===== config.mk =====
export PLATFORM = sky130hd
export DESIGN_NAME = mm_sequencer
export DESIGN_NICKNAME = d
export VERILOG_FILES = /design/src/rtl/mm_seq_pkg.sv /design/src/rtl/mm_seq_counter.sv /design/src/rtl/mm_sequencer.sv
export SDC_FILE = /design/constraint.sdc
export NUM_CORES = 1
export LEC_CHECK = 0
export BUFFER_PORTS_ARGS = -buffer_cell sky130_fd_sc_hd__buf_2
export CAP_MARGIN = 30
export CELL_PAD_IN_SITES_DETAIL_PLACEMENT = 1
export CELL_PAD_IN_SITES_GLOBAL_PLACEMENT = 1
export CORE_AREA = 2 2 143 145
export DETAILED_ROUTE_END_ITERATION = 8
export DIE_AREA = 0 0 145 147
export GPL_TIMING_DRIVEN = 0
export PLACE_DENSITY = 0.93
export SYNTH_ARGS = -nofsm -noshare
export SYNTH_HDL_FRONTEND = slang
export SYNTH_SLANG_ARGS = --single-unit

===== constraint.sdc =====
create_clock -name clk -period 14.4 [get_ports clk]
set_input_delay 2.16 -clock clk [delete_from_list [all_inputs] [get_ports clk]]
set_output_delay 2.16 -clock clk [all_outputs]
set_load 0.05 [all_outputs]

===== src/rtl/mm_seq_pkg.sv =====
// Shared constants and types for the mm_sequencer operation sequencer:
// opcodes, register-file write modes, operation-word field positions,
// config-bit indices and the controller state encoding.
package mm_seq_pkg;

  // Opcodes carried in op[3:0].
  localparam logic [3:0] OP_IDLE  = 4'd0;
  localparam logic [3:0] OP_MM    = 4'd1;
  localparam logic [3:0] OP_LOAD  = 4'd2;
  localparam logic [3:0] OP_STORE = 4'd3;

  // Per-bank write modes driven on bank_we.
  localparam logic [2:0] WM_SERIAL = 3'd1;
  localparam logic [2:0] WM_BULK   = 3'd2;
  localparam logic [2:0] WM_RELU   = 3'd4;

  // LSB positions of the 4-bit fields in the operation word.
  localparam int X_LSB   = 4;
  localparam int W_LSB   = 8;
  localparam int Y_LSB   = 12;
  localparam int CFG_LSB = 16;

  // Bit indices inside the config nibble {accum, relu, transpose, rsvd}.
  localparam int CFG_ACCUM     = 3;
  localparam int CFG_RELU      = 2;
  localparam int CFG_TRANSPOSE = 1;
  localparam int CFG_RSVD      = 0;

  typedef enum logic [2:0] {
    ST_IDLE,
    ST_FEED,
    ST_DRAIN,
    ST_LOAD,
    ST_STORE,
    ST_DONE
  } state_t;

  // Extracts one 4-bit field of the operation word.
  function automatic logic [3:0] op_field(input logic [31:0] word, input int lsb);
    return word[lsb +: 4];
  endfunction

endpackage


===== src/rtl/mm_seq_counter.sv =====
// Nested (c, l, r) tile counter for the systolic feed. c walks the shared
// K dimension, l the column tiles and r the row tiles; it flags the end of
// each line and the final beat of the whole product.
module mm_seq_counter #(
  parameter int W = 9
) (
  input  logic         clk,
  input  logic         reset,
  input  logic         clear,
  input  logic         adv,
  input  logic [W-1:0] c_last,
  input  logic [W-1:0] l_last,
  input  logic [W-1:0] r_last,
  output logic         w_switch,
  output logic         x_switch,
  output logic         last_beat
);

  logic [W-1:0] c_q;
  logic [W-1:0] l_q;
  logic [W-1:0] r_q;

  assign w_switch  = (c_q == c_last);
  assign x_switch  = w_switch && (l_q == l_last);
  assign last_beat = x_switch && (r_q == r_last);

  // Advance c every beat, carry into l at the end of a line and into r at the end of a row tile.
  // NOTE: state registers use non-blocking assignments so every flop samples pre-edge values.
  always_ff @(posedge clk or negedge reset) begin
    if (!reset) begin
      c_q <= '0;
      l_q <= '0;
      r_q <= '0;
    end else if (clear) begin
      c_q <= '0;
      l_q <= '0;
      r_q <= '0;
    end else if (adv) begin
      if (w_switch) begin
        c_q <= '0;
        if (x_switch) begin
          l_q <= '0;
          r_q <= last_beat ? '0 : r_q + W'(1);
        end else begin
          l_q <= l_q + W'(1);
        end
      end else begin
        c_q <= c_q + W'(1);
      end
    end
  end

endmodule


===== src/rtl/mm_sequencer.sv =====
// Operation sequencer for the DNN training datapath. Accepts one operation
// word per handshake, decodes it into per-bank register-file controls and
// sequences feed/drain timing for an ARRAY x ARRAY systolic multiplier over
// M x K x N operands. LOAD and STORE move data through the page named in
// the Y field. Optional feature macro: MM_SEQ_ACCUM_EN (additive Y update).
module mm_sequencer
  import mm_seq_pkg::*;
#(
  parameter int BANKS     = 4,
  parameter int PAGES     = 4,
  parameter int ARRAY     = 8,
  parameter int DIM_W     = 9,
  parameter int DRAIN_LAT = 16
) (
  input  logic                              clk,
  input  logic                              reset,
  input  logic                              enable,
  input  logic [31:0]                       op,
  input  logic                              op_valid,
  output logic                              op_ready,
  input  logic [3*DIM_W-1:0]                dims,
  input  logic                              in_valid,
  input  logic [ARRAY-1:0]                  mult_clear_out,
  output logic [BANKS*3-1:0]                bank_we,
  output logic [BANKS-1:0]                  bank_re,
  output logic [BANKS*$clog2(PAGES)-1:0]    bank_rp,
  output logic [BANKS*$clog2(PAGES)-1:0]    bank_wp,
  output logic                              feed_en,
  output logic                              w_switch,
  output logic                              x_switch,
  output logic [ARRAY-1:0]                  y_valid,
  output logic                              out_valid,
  output logic                              acc_en,
  output logic                              busy,
  output logic                              done,
  output logic                              err
);

  localparam int BK_W  = $clog2(BANKS);
  localparam int PG_W  = $clog2(PAGES);
  localparam int CNT_W = 2 * DIM_W;

  // Upper bits of a page field pick the bank, lower bits the page within it.
  function automatic logic [BK_W-1:0] bank_of(input logic [3:0] f);
    return BK_W'(f >> PG_W);
  endfunction

  function automatic logic [PG_W-1:0] page_of(input logic [3:0] f);
    return PG_W'(f);
  endfunction

  // Index of the last ARRAY-wide tile covering d, i.e. ceil(d/ARRAY) - 1.
  function automatic logic [DIM_W-1:0] tiles_last(input logic [DIM_W-1:0] d);
    logic [DIM_W:0] t;
    t = ({1'b0, d} + (DIM_W+1)'(ARRAY - 1)) / (DIM_W+1)'(ARRAY);
    return DIM_W'(t - (DIM_W+1)'(1));
  endfunction

  state_t               state_q;
  state_t               state_next;
  logic                 err_q;
  logic                 err_next;
  logic [3:0]           xf_q;
  logic [3:0]           wf_q;
  logic [3:0]           yf_q;
  logic [3:0]           cfg_q;
  logic [3*DIM_W-1:0]   dims_q;
  logic [CNT_W-1:0]     cnt_q;
  logic                 cnt_inc;
  logic                 accept;
  logic                 sw_w;
  logic                 sw_x;
  logic                 last_beat;
  logic                 y_bulk;
  logic [2:0]           y_mode;
  logic                 unused_cfg;

  // Incoming-word decode, used only to route the acceptance edge.
  logic [DIM_W-1:0] in_m, in_k, in_n;
  logic             in_dim_zero;
  logic [BK_W-1:0]  in_xb, in_wb, in_yb;

  assign in_m        = dims[2*DIM_W +: DIM_W];
  assign in_k        = dims[DIM_W +: DIM_W];
  assign in_n        = dims[0 +: DIM_W];
  assign in_dim_zero = (in_m == '0) || (in_k == '0) || (in_n == '0);
  assign in_xb       = bank_of(op_field(op, X_LSB));
  assign in_wb       = bank_of(op_field(op, W_LSB));
  assign in_yb       = bank_of(op_field(op, Y_LSB));

  // Latched-word decode, used for everything after acceptance.
  logic [DIM_W-1:0] m_q, k_q, n_q;
  logic [CNT_W-1:0] mk_last;
  logic [BK_W-1:0]  x_bank, w_bank, y_bank;

  assign m_q     = dims_q[2*DIM_W +: DIM_W];
  assign k_q     = dims_q[DIM_W +: DIM_W];
  assign n_q     = dims_q[0 +: DIM_W];
  assign mk_last = CNT_W'(m_q) * CNT_W'(k_q) - CNT_W'(1);
  assign x_bank  = bank_of(xf_q);
  assign w_bank  = bank_of(wf_q);
  assign y_bank  = bank_of(yf_q);

  assign op_ready = (state_q == ST_IDLE) && enable;
  assign accept   = op_valid && op_ready;

  mm_seq_counter #(.W(DIM_W)) u_counter (
    .clk       (clk),
    .reset     (reset),
    .clear     (accept),
    .adv       (enable && (state_q == ST_FEED)),
    .c_last    (k_q - DIM_W'(1)),
    .l_last    (tiles_last(n_q)),
    .r_last    (tiles_last(m_q)),
    .w_switch  (sw_w),
    .x_switch  (sw_x),
    .last_beat (last_beat)
  );

  // Next-state logic: route accepted words, sequence FEED/DRAIN and the transfer counts.
  // NOTE: every variable gets a default first so no path leaves it unassigned (no latch).
  always_comb begin
    state_next = state_q;
    err_next   = 1'b0;
    cnt_inc    = 1'b0;
    case (state_q)
      ST_IDLE: begin
        if (accept) begin
          case (op[3:0])
            OP_IDLE:  state_next = ST_IDLE;
            OP_MM: begin
              // Bank collisions only matter for MM, which touches three pages at once.
              if (in_dim_zero || (in_xb == in_wb) || (in_yb == in_xb) || (in_yb == in_wb))
                err_next = 1'b1;
              else
                state_next = ST_FEED;
            end
            OP_LOAD: begin
              if (in_dim_zero) err_next = 1'b1;
              else             state_next = ST_LOAD;
            end
            OP_STORE: begin
              if (in_dim_zero) err_next = 1'b1;
              else             state_next = ST_STORE;
            end
            default:  err_next = 1'b1;
          endcase
          if (err_next) state_next = ST_DONE;
        end
      end
      ST_FEED: begin
        if (last_beat) state_next = ST_DRAIN;
      end
      ST_DRAIN: begin
        cnt_inc = 1'b1;
        if (cnt_q == CNT_W'(DRAIN_LAT - 1)) state_next = ST_DONE;
      end
      ST_LOAD: begin
        cnt_inc = in_valid;
        if (in_valid && (cnt_q == mk_last)) state_next = ST_DONE;
      end
      ST_STORE: begin
        cnt_inc = 1'b1;
        if (cnt_q == mk_last) state_next = ST_DONE;
      end
      ST_DONE:  state_next = ST_IDLE;
      default:  state_next = ST_IDLE;
    endcase
  end

  // State, latched operation, beat counter and y_valid pipe; all frozen while enable is low.
  always_ff @(posedge clk or negedge reset) begin
    if (!reset) begin
      state_q <= ST_IDLE;
      err_q   <= 1'b0;
      xf_q    <= '0;
      wf_q    <= '0;
      yf_q    <= '0;
      cfg_q   <= '0;
      dims_q  <= '0;
      cnt_q   <= '0;
      y_valid <= '0;
    end else if (enable) begin
      state_q <= state_next;
      y_valid <= mult_clear_out;
      if (accept) begin
        xf_q   <= op_field(op, X_LSB);
        wf_q   <= op_field(op, W_LSB);
        yf_q   <= op_field(op, Y_LSB);
        cfg_q  <= op_field(op, CFG_LSB);
        dims_q <= dims;
        err_q  <= err_next;
      end
      if (state_next != state_q) cnt_q <= '0;
      else if (cnt_inc)          cnt_q <= cnt_q + CNT_W'(1);
    end
  end

  assign y_bulk = (state_q == ST_FEED) || (state_q == ST_DRAIN);

`ifdef MM_SEQ_ACCUM_EN
  assign acc_en     = y_bulk && cfg_q[CFG_ACCUM];
  assign y_mode     = cfg_q[CFG_ACCUM] ? WM_BULK : (cfg_q[CFG_RELU] ? WM_RELU : WM_BULK);
  assign unused_cfg = ^{op[31:20], cfg_q[CFG_TRANSPOSE], cfg_q[CFG_RSVD]};
`else
  assign acc_en     = 1'b0;
  assign y_mode     = cfg_q[CFG_RELU] ? WM_RELU : WM_BULK;
  assign unused_cfg = ^{op[31:20], cfg_q[CFG_ACCUM], cfg_q[CFG_TRANSPOSE], cfg_q[CFG_RSVD]};
`endif

  // Per-bank read/write controls decoded from the state and latched page fields.
  always_comb begin
    bank_we = '0;
    bank_re = '0;
    bank_rp = '0;
    bank_wp = '0;
    case (state_q)
      ST_FEED, ST_DRAIN: begin
        bank_we[int'(y_bank)*3 +: 3]    = y_mode;
        bank_wp[int'(y_bank)*PG_W +: PG_W] = page_of(yf_q);
        if (state_q == ST_FEED) begin
          bank_rp[int'(x_bank)*PG_W +: PG_W] = page_of(xf_q);
          bank_rp[int'(w_bank)*PG_W +: PG_W] = page_of(wf_q);
        end
      end
      ST_LOAD: begin
        bank_we[int'(y_bank)*3 +: 3]       = WM_SERIAL;
        bank_wp[int'(y_bank)*PG_W +: PG_W] = page_of(yf_q);
      end
      ST_STORE: begin
        bank_re[y_bank]                    = 1'b1;
        bank_rp[int'(y_bank)*PG_W +: PG_W] = page_of(yf_q);
      end
      default: ;
    endcase
  end

  // Beat-level strobes drop while enable is low; everything else holds.
  assign feed_en   = enable && (state_q == ST_FEED);
  assign out_valid = enable && (state_q == ST_STORE);
  assign done      = enable && (state_q == ST_DONE);
  assign err       = (state_q == ST_DONE) && err_q;
  assign busy      = (state_q != ST_IDLE);
  assign w_switch  = (state_q == ST_FEED) && sw_w;
  assign x_switch  = (state_q == ST_FEED) && sw_x;

endmodule


==> metrics.txt, run 1 <==
# TYPE chip_impl_metric gauge
chip_impl_metric{name="drc_violations",unit=""} 0
chip_impl_info{name="crit_path_from",value="dims_q[22]"} 1
chip_impl_metric{name="arrival",unit="ns"} 7.33
chip_impl_metric{name="port-buffer-count",unit=""} 104
chip_impl_metric{name="ctsLongestPathBuffers",unit=""} 2
chip_impl_info{name="timing.setup.critical_path_class",value="reg -> reg"} 1
chip_impl_metric{name="synth.yosys.seq_area_share",unit="%"} 25.5
chip_impl_metric{name="synth_warnings",unit=""} 0
chip_impl_metric{name="syn_avg_cell_area",unit="um2"} 8.41
chip_impl_metric{name="groute.usage.overall",unit="%"} 28.7
chip_impl_metric{name="vias_per_cell",unit=""} 5.81
chip_impl_metric{name="ys_seq_elements",unit=""} 97
chip_impl_metric{name="finalWorstPathRequiredPeriod",unit="ns"} 7.08
chip_impl_metric{name="async_set_or_reset_flop_fraction_in_the_synthesized_netlist",unit="%"} 100
chip_impl_info{name="timing.critical_path.cells",value="clkbuf_1, nand2_1, fa_1, fa_1, fa_1, fa_1, inv_1, fa_1, ha_1, buf_2, a21oi_1, o21ai_0, a211o_1, a211oi_2, xnor2_1, nor4_2, nand3_1, o31a_2, a31oi_4, buf_6, nor2_2"} 1
chip_impl_metric{name="worst_skew_pair.late_latency",unit="ns"} 0.36
chip_impl_metric{name="worst_slew_pin_slew",unit="ns"} 0.790
chip_impl_metric{name="core_region_area",unit="um2"} 19800
chip_impl_info{name="dominantRegCellSynth",value="dfrtp_1"} 1
chip_impl_metric{name="grt_max_degree",unit=""} 69
chip_impl_metric{name="placement_rows",unit=""} 52
chip_impl_metric{name="via_count_of_the_first_global_routing_pass",unit=""} 9725
chip_impl_metric{name="tritoncts_num_sinks",unit=""} 97
chip_impl_metric{name="fin_skew",unit="ns"} 0.00851
chip_impl_metric{name="final_max_slew_viol_count",unit=""} 0
chip_impl_metric{name="met3_usage",unit="%"} 4.35
chip_impl_metric{name="worst_slew_margin_relative_to_its_limit",unit="%"} 46.9
chip_impl_metric{name="rrSetupSlack",unit="ns"} 7.32
chip_impl_info{name="top_usage_layer",value="met2"} 1
chip_impl_metric{name="yosys.cell_types.count",unit=""} 79
chip_impl_metric{name="post-cts-setup-buffer-count",unit=""} 0
chip_impl_metric{name="cts.htree.levels",unit=""} 3
chip_impl_metric{name="totalNegativeSetupSlack",unit="ns"} 0
chip_impl_metric{name="critPathRequiredTime",unit="ns"} 14.65
chip_impl_metric{name="postCtsHoldBufs",unit=""} 0
chip_impl_info{name="critical-path-top-cell-by-count",value="fa_1"} 1
chip_impl_metric{name="drtAntennaViolNets",unit=""} 0
chip_impl_metric{name="dpl.hpwl",unit="mm"} 23.0
chip_impl_metric{name="synth_edf_count",unit=""} 0
chip_impl_metric{name="global_route.usage.met2",unit="%"} 51.4
chip_impl_info{name="cts_tree",value="done"} 1
chip_impl_metric{name="fp.dieW",unit="um"} 145
chip_impl_metric{name="grt_first_pass_wirelength",unit="mm"} 49.7
chip_impl_info{name="min-delay-path-class",value="reg -> reg"} 1
chip_impl_metric{name="die_outline_height",unit="um"} 147
chip_impl_metric{name="initial_utilization",unit="%"} 48.0
chip_impl_metric{name="ios",unit=""} 121
chip_impl_metric{name="max_freq",unit="GHz"} 0.141
chip_impl_metric{name="post-route-period-util",unit="%"} 49.2
chip_impl_info{name="timing.rr.start",value="dims_q[22]"} 1
chip_impl_metric{name="synth_area",unit="um2"} 9520
chip_impl_metric{name="num_antenna_cells",unit=""} 0
chip_impl_metric{name="routed-via-count",unit=""} 8839
chip_impl_info{name="yosysTopAreaCell",value="dfrtp_1"} 1
chip_impl_metric{name="timing.final.hold_violations",unit=""} 0
chip_impl_metric{name="path_max_fanout",unit=""} 10
chip_impl_metric{name="grt_use_met1",unit="%"} 35.8
chip_impl_metric{name="synthesis.instances",unit=""} 1131
chip_impl_info{name="synthTopCellsByCount",value="nand2_1, dfrtp_1, inv_1"} 1
chip_impl_info{name="cts_root_buf",value="clkbuf_16"} 1
chip_impl_metric{name="drt_iter0_drc",unit=""} 498
chip_impl_metric{name="critPathMaxStageDelay",unit="ns"} 0.56
chip_impl_metric{name="grt_overflow_total",unit=""} 0
chip_impl_metric{name="cts.clk_slew.worst_paths",unit="ns"} 0.08
chip_impl_metric{name="nets",unit=""} 1450
chip_impl_metric{name="wl_per_cell",unit="um"} 19.6
chip_impl_metric{name="antenna_found_initial",unit=""} 0
chip_impl_metric{name="die_area",unit="um2"} 21300
chip_impl_info{name="critical_path.slowest_cell",value="dfrtp_1"} 1
chip_impl_info{name="netlist_top_cells_area",value="dfrtp_1, fa_1, ha_1"} 1
chip_impl_info{name="hold_path.startpoint",value="y_valid[3]"} 1
chip_impl_info{name="run_status",value="finished clean"} 1
chip_impl_metric{name="synthDominantCellAreaShare",unit="%"} 25.5
chip_impl_metric{name="syn2layout_area_growth",unit="%"} 12.6
chip_impl_metric{name="numCtsBuffers",unit=""} 9
chip_impl_metric{name="max-cap-violations",unit=""} 0
chip_impl_metric{name="final-setup-viol-count",unit=""} 0
chip_impl_metric{name="drt_pass1_iterations",unit=""} 5
chip_impl_info{name="synthMostInstantiatedCell",value="nand2_1"} 1
chip_impl_info{name="rsz_0062_raised_after_global_routing",value="false"} 1
chip_impl_metric{name="post_cts.resized_instances",unit=""} 0
chip_impl_metric{name="drive_above_1_share",unit="%"} 13.9
chip_impl_metric{name="syn-num-nets",unit=""} 1334
chip_impl_info{name="end_kind",value="flop"} 1
chip_impl_metric{name="gp_congestion",unit=""} 0.846
chip_impl_info{name="crit_path_start_kind",value="flop"} 1
chip_impl_metric{name="drt_wl_total",unit="mm"} 29.8
-- state kept, by name, indices dropped and copies added, names as in the netlist, 4 cells and up --
signal and flops:
u_counter.l_q 9, y_valid 8, xf_q 4, wf_q 4
u_counter.c_q 9, yf_q 4, cnt_q 18, u_counter.r_q 9
dims_q 27
-- cell families after synthesis --
logic type / share of synthesized area (%)
flip-flops: 25.5
multiplexers: 1.68
XOR/XNOR: 8.93
other: 0.0394
AO/OA/AOI/OAI: 10.8
buffers and inverters: 5.71
adder cells (fa/ha/maj): 21.5
AND/OR/NAND/NOR: 25.9
-- worst max-delay path, delay by kind of cell (launching register included) --
family	cells	cell delay, ns
flops	1	0.56
xor+xnor	1	0.12
fa+ha+maj	6	2.91
compound gates	6	1.68
buf+inv	4	0.97
simple gates	4	0.70
-- path summary, 6_finish.rpt --
check	depth (start not counted)	end
max in group asynchronous	2	state_q[0]
worst min-delay path	1	y_valid[3]
worst min register to register	1	y_valid[3]
worst max-delay path	21	cnt_q[7]
min in group asynchronous	1	dims_q[22]
worst max register to register	21	cnt_q[7]
-- layer usage --
layer	wire length, um	vias to the layer above
li1	-	4035
met1	12700	4502
met2	15300	239
met3	1180	63
met4	682	0
met5	0	-
-- cell usage in the layout (no fill, tap or decap), types with 10 or more instances in the layout --
cell type	Yosys	final
nand2b_1	11	11
dfrtp_1	97	97
and3_1	32	32
nand3_1	32	32
nand4_1	14	14
o22ai_1	11	11
inv_1	82	82
fa_1	53	53
nor3_1	17	17
nor4_1	13	13
buf_2	8	111
xor2_1	47	47
and2_1	28	28
nand2_1	213	213
a21oi_1	26	26
o21ai_0	52	52
ha_1	78	78
clkbuf_1	41	41
xnor2_1	50	50
nor2_1	79	79
nor2_2	10	10
-- per-stage QoR --
step	hold slack, ns	std cells	instance area [um2]	utilization, %	worst slack [ns]
after floorplan	0.439	1131	9520	-	8.43
after global placement	0.482	1505	10400	52.3	7.53
after detailed placement	0.493	1506	10400	52.4	7.45
after CTS	0.510	1522	10700	54.0	7.35
after global routing	0.533	1522	10700	54.0	6.94
final	0.506	1522	10700	54.0	7.32
-- final cells by class --
type / count / area (um2)
buffer: 54 / 235
clock buffer: 9 / 225
clock inverter: 7 / 86.3
fill: 2402 / 9130
inverter: 82 / 308
multi-input combinational: 898 / 6550
sequential: 97 / 2430
tap: 270 / 338
timing repair buffer: 105 / 551
Power of run 1 is not shown: default switching activity piles up to over one toggle a cycle in this logic, so the estimate is an artifact.
==> run 2, diff against run 1 <==
CORE_AREA = 2 2 156 158   (was 2 2 143 145)
DIE_AREA = 0 0 158 160   (was 0 0 145 147)
PLACE_DENSITY = 0.84   (was 0.93)
clock period = 6.2 ns   (was 14.4 ns; I/O delays follow)
==> run 2 against run 1 <==
The flow now finishes with violations (negative setup slack). Clock skew decreased by 0.00066 ns. Critical path depth increased by 1. Sequential share of layout area decreased by 1.2 points. Cell count increased by 6.0%. Via count increased by 1.1%. Critical path type unchanged. Critical endpoint is now cnt_q[0]. Largest cell class unchanged.
==> metrics.txt, run 2 (synthesized netlist as in run 1, its figures left out) <==
# TYPE chip_impl_metric gauge
chip_impl_info{name="run_status",value="complete, but fails checks"} 1
chip_impl_info{name="violations",value="negative setup slack"} 1
chip_impl_metric{name="critPathRequiredTime",unit="ns"} 6.45
chip_impl_metric{name="drt_wl_total",unit="mm"} 31.0
chip_impl_info{name="layout.cells.most_common",value="nand2_1"} 1
chip_impl_metric{name="routed-via-count",unit=""} 8939
chip_impl_metric{name="worst_slew_pin_slew",unit="ns"} 1.03
chip_impl_metric{name="vias_per_cell",unit=""} 5.54
chip_impl_metric{name="drive_above_1_share",unit="%"} 21.1
chip_impl_info{name="timing.rr.start",value="dims_q[12]"} 1
chip_impl_metric{name="die_area",unit="um2"} 25300
chip_impl_metric{name="groute.usage.overall",unit="%"} 23.2
chip_impl_metric{name="initial_utilization",unit="%"} 40.0
chip_impl_metric{name="max-cap-violations",unit=""} 0
chip_impl_metric{name="die_outline_height",unit="um"} 160
chip_impl_metric{name="numCtsBuffers",unit=""} 9
chip_impl_metric{name="final_max_slew_viol_count",unit=""} 0
chip_impl_metric{name="port-buffer-count",unit=""} 104
chip_impl_metric{name="fin_hold_ws",unit="ns"} 0.513
chip_impl_metric{name="via_count_of_the_first_global_routing_pass",unit=""} 9323
chip_impl_metric{name="worst_slew_margin_relative_to_its_limit",unit="%"} 30.9
chip_impl_metric{name="tritoncts_num_sinks",unit=""} 97
chip_impl_info{name="topRoutingLayerUsed",value="met4"} 1
chip_impl_metric{name="grt_overflow_total",unit=""} 0
chip_impl_metric{name="cts.htree.levels",unit=""} 3
chip_impl_metric{name="gp_congestion",unit=""} 0.861
chip_impl_metric{name="ctsLongestPathBuffers",unit=""} 2
chip_impl_metric{name="cts.clk_slew.worst_paths",unit="ns"} 0.08
chip_impl_metric{name="dpl.hpwl",unit="mm"} 22.1
chip_impl_metric{name="nets",unit=""} 1488
chip_impl_metric{name="postCtsHoldBufs",unit=""} 0
chip_impl_metric{name="max_freq",unit="GHz"} 0.161
chip_impl_metric{name="fillers",unit=""} 2915
chip_impl_metric{name="antenna_found_initial",unit=""} 0
chip_impl_metric{name="final_critical_path_setup_slack",unit="ns"} -0.00403
chip_impl_info{name="timing.setup.critical_path_class",value="reg -> reg"} 1
chip_impl_metric{name="syn2layout_area_growth",unit="%"} 19.9
chip_impl_metric{name="fin_skew",unit="ns"} 0.00785
chip_impl_metric{name="drt_iter0_drc",unit=""} 627
chip_impl_metric{name="arrival",unit="ns"} 6.46
chip_impl_info{name="crit_path_from",value="dims_q[12]"} 1
chip_impl_metric{name="drc_violations",unit=""} 0
chip_impl_metric{name="detailroute.wirelength.met3",unit="mm"} 1.23
chip_impl_metric{name="rrSetupSlack",unit="ns"} -0.004
chip_impl_metric{name="ios",unit=""} 121
chip_impl_info{name="end_kind",value="flop"} 1
chip_impl_info{name="min-delay-path-class",value="reg -> reg"} 1
chip_impl_metric{name="num_antenna_cells",unit=""} 0
chip_impl_metric{name="timing.final.hold_violations",unit=""} 0
chip_impl_metric{name="path_max_fanout",unit=""} 6
chip_impl_metric{name="grt_max_degree",unit=""} 68
chip_impl_info{name="layout.cells.most_common_list",value="nand2_1, buf_2, dfrtp_1"} 1
chip_impl_metric{name="met2_length",unit="mm"} 15.8
chip_impl_metric{name="totalNegativeSetupSlack",unit="ns"} -0.00540
chip_impl_metric{name="rr_worst_depth",unit=""} 22
chip_impl_metric{name="largest_register_ffs",unit=""} 27
chip_impl_metric{name="wl_per_cell",unit="um"} 19.2
chip_impl_info{name="cts_root_buf",value="clkbuf_16"} 1
chip_impl_metric{name="placement_rows",unit=""} 57
chip_impl_metric{name="postLayoutCellArea",unit="um2"} 11400
chip_impl_metric{name="pre_cts_slack",unit="ns"} -0.821
chip_impl_metric{name="post-route-period-util",unit="%"} 100
chip_impl_metric{name="finalWorstPathRequiredPeriod",unit="ns"} 6.20
chip_impl_metric{name="drt_pass1_iterations",unit=""} 6
chip_impl_metric{name="fp.dieW",unit="um"} 158
chip_impl_metric{name="core_region_area",unit="um2"} 23800
chip_impl_info{name="cts_tree",value="done"} 1
chip_impl_info{name="endpoint",value="cnt_q[0]"} 1
chip_impl_info{name="crit_path_start_kind",value="flop"} 1
chip_impl_metric{name="placedInstanceArea",unit="um2"} 10500
chip_impl_info{name="top_register",value="dims_q"} 1
chip_impl_info{name="worst_r2r_endpoint",value="cnt_q[0]"} 1
chip_impl_metric{name="worst_skew_pair.late_latency",unit="ns"} 0.37
chip_impl_metric{name="final-setup-viol-count",unit=""} 2
chip_impl_metric{name="routedLengthMet1",unit="mm"} 13.2
chip_impl_metric{name="grt_first_pass_wirelength",unit="mm"} 47.2
chip_impl_info{name="top_flop_regs",value="dims_q: 27 flops, cnt_q: 18 flops"} 1
chip_impl_metric{name="drtAntennaViolNets",unit=""} 0
run 2: cell type report:
| type | count | area, um2 | share of cell area, % |
|---|---|---|---|
| clock buffers | 10 | 239 | 2.09 |
| multi-input cells | 898 | 6730 | 59.0 |
| plain buffers | 38 | 223 | 1.95 |
| repair buffers | 159 | 985 | 8.63 |
| inverters | 82 | 308 | 2.70 |
| clock inverters | 6 | 76.3 | 0.669 |
| well taps | 324 | 405 | 3.55 |
| flip-flops and latches | 97 | 2450 | 21.4 |
run 2: critical path, cell delays in order (launching register included):
cell and delay (ns):
dfrtp_2 0.47, buf_4 0.19, and2_1 0.19, fa_1 0.48, ha_1 0.35, inv_1 0.06
fa_1 0.45, fa_1 0.51, inv_1 0.07, fa_1 0.62, ha_4 0.25, o211a_1 0.16
a221oi_4 0.38, o2111ai_2 0.19, o31ai_1 0.10, nand4b_1 0.15, nor4_2 0.27, buf_4 0.19
nand3_2 0.08, o31a_2 0.37, a31oi_4 0.29, clkbuf_16 0.21, nor2_2 0.04
run 2: routing by layer:
metal,vias to the layer above,GRT usage (%)
met5,-,0
met4,0,6.27
met3,64,3.85
met2,233,39.9
met1,4538,30.1
li1,4104,-
run 2: worst min path at each step:
stage / startpoint / end / depth (start not counted)
global placement: yf_q[0] / yf_q[0] / 2
detailed placement: y_valid[7] / y_valid[7] / 1
finish: y_valid[7] / y_valid[7] / 1
floorplan: err_q / err_q / 2
global route: y_valid[7] / y_valid[7] / 1
CTS: reset / u_counter.c_q[0] / 1
run 2: metrics by stage:
stage,cells,util [%]
3_3_place_gp,1559,43.8
6_report,1614,47.9
5_1_grt,1614,47.9
3_5_place_dp,1560,44.0
4_1_cts,1576,45.8
2_1_floorplan,1131,-
run 2: what timing repair did:
item	CTS	global route
pin swaps	3	33
endpoints found under the setup margin	21	19
setup buffers	14	39
resized for setup	25	50
cloned	0	1
Power of run 2 is left out for the same reason.
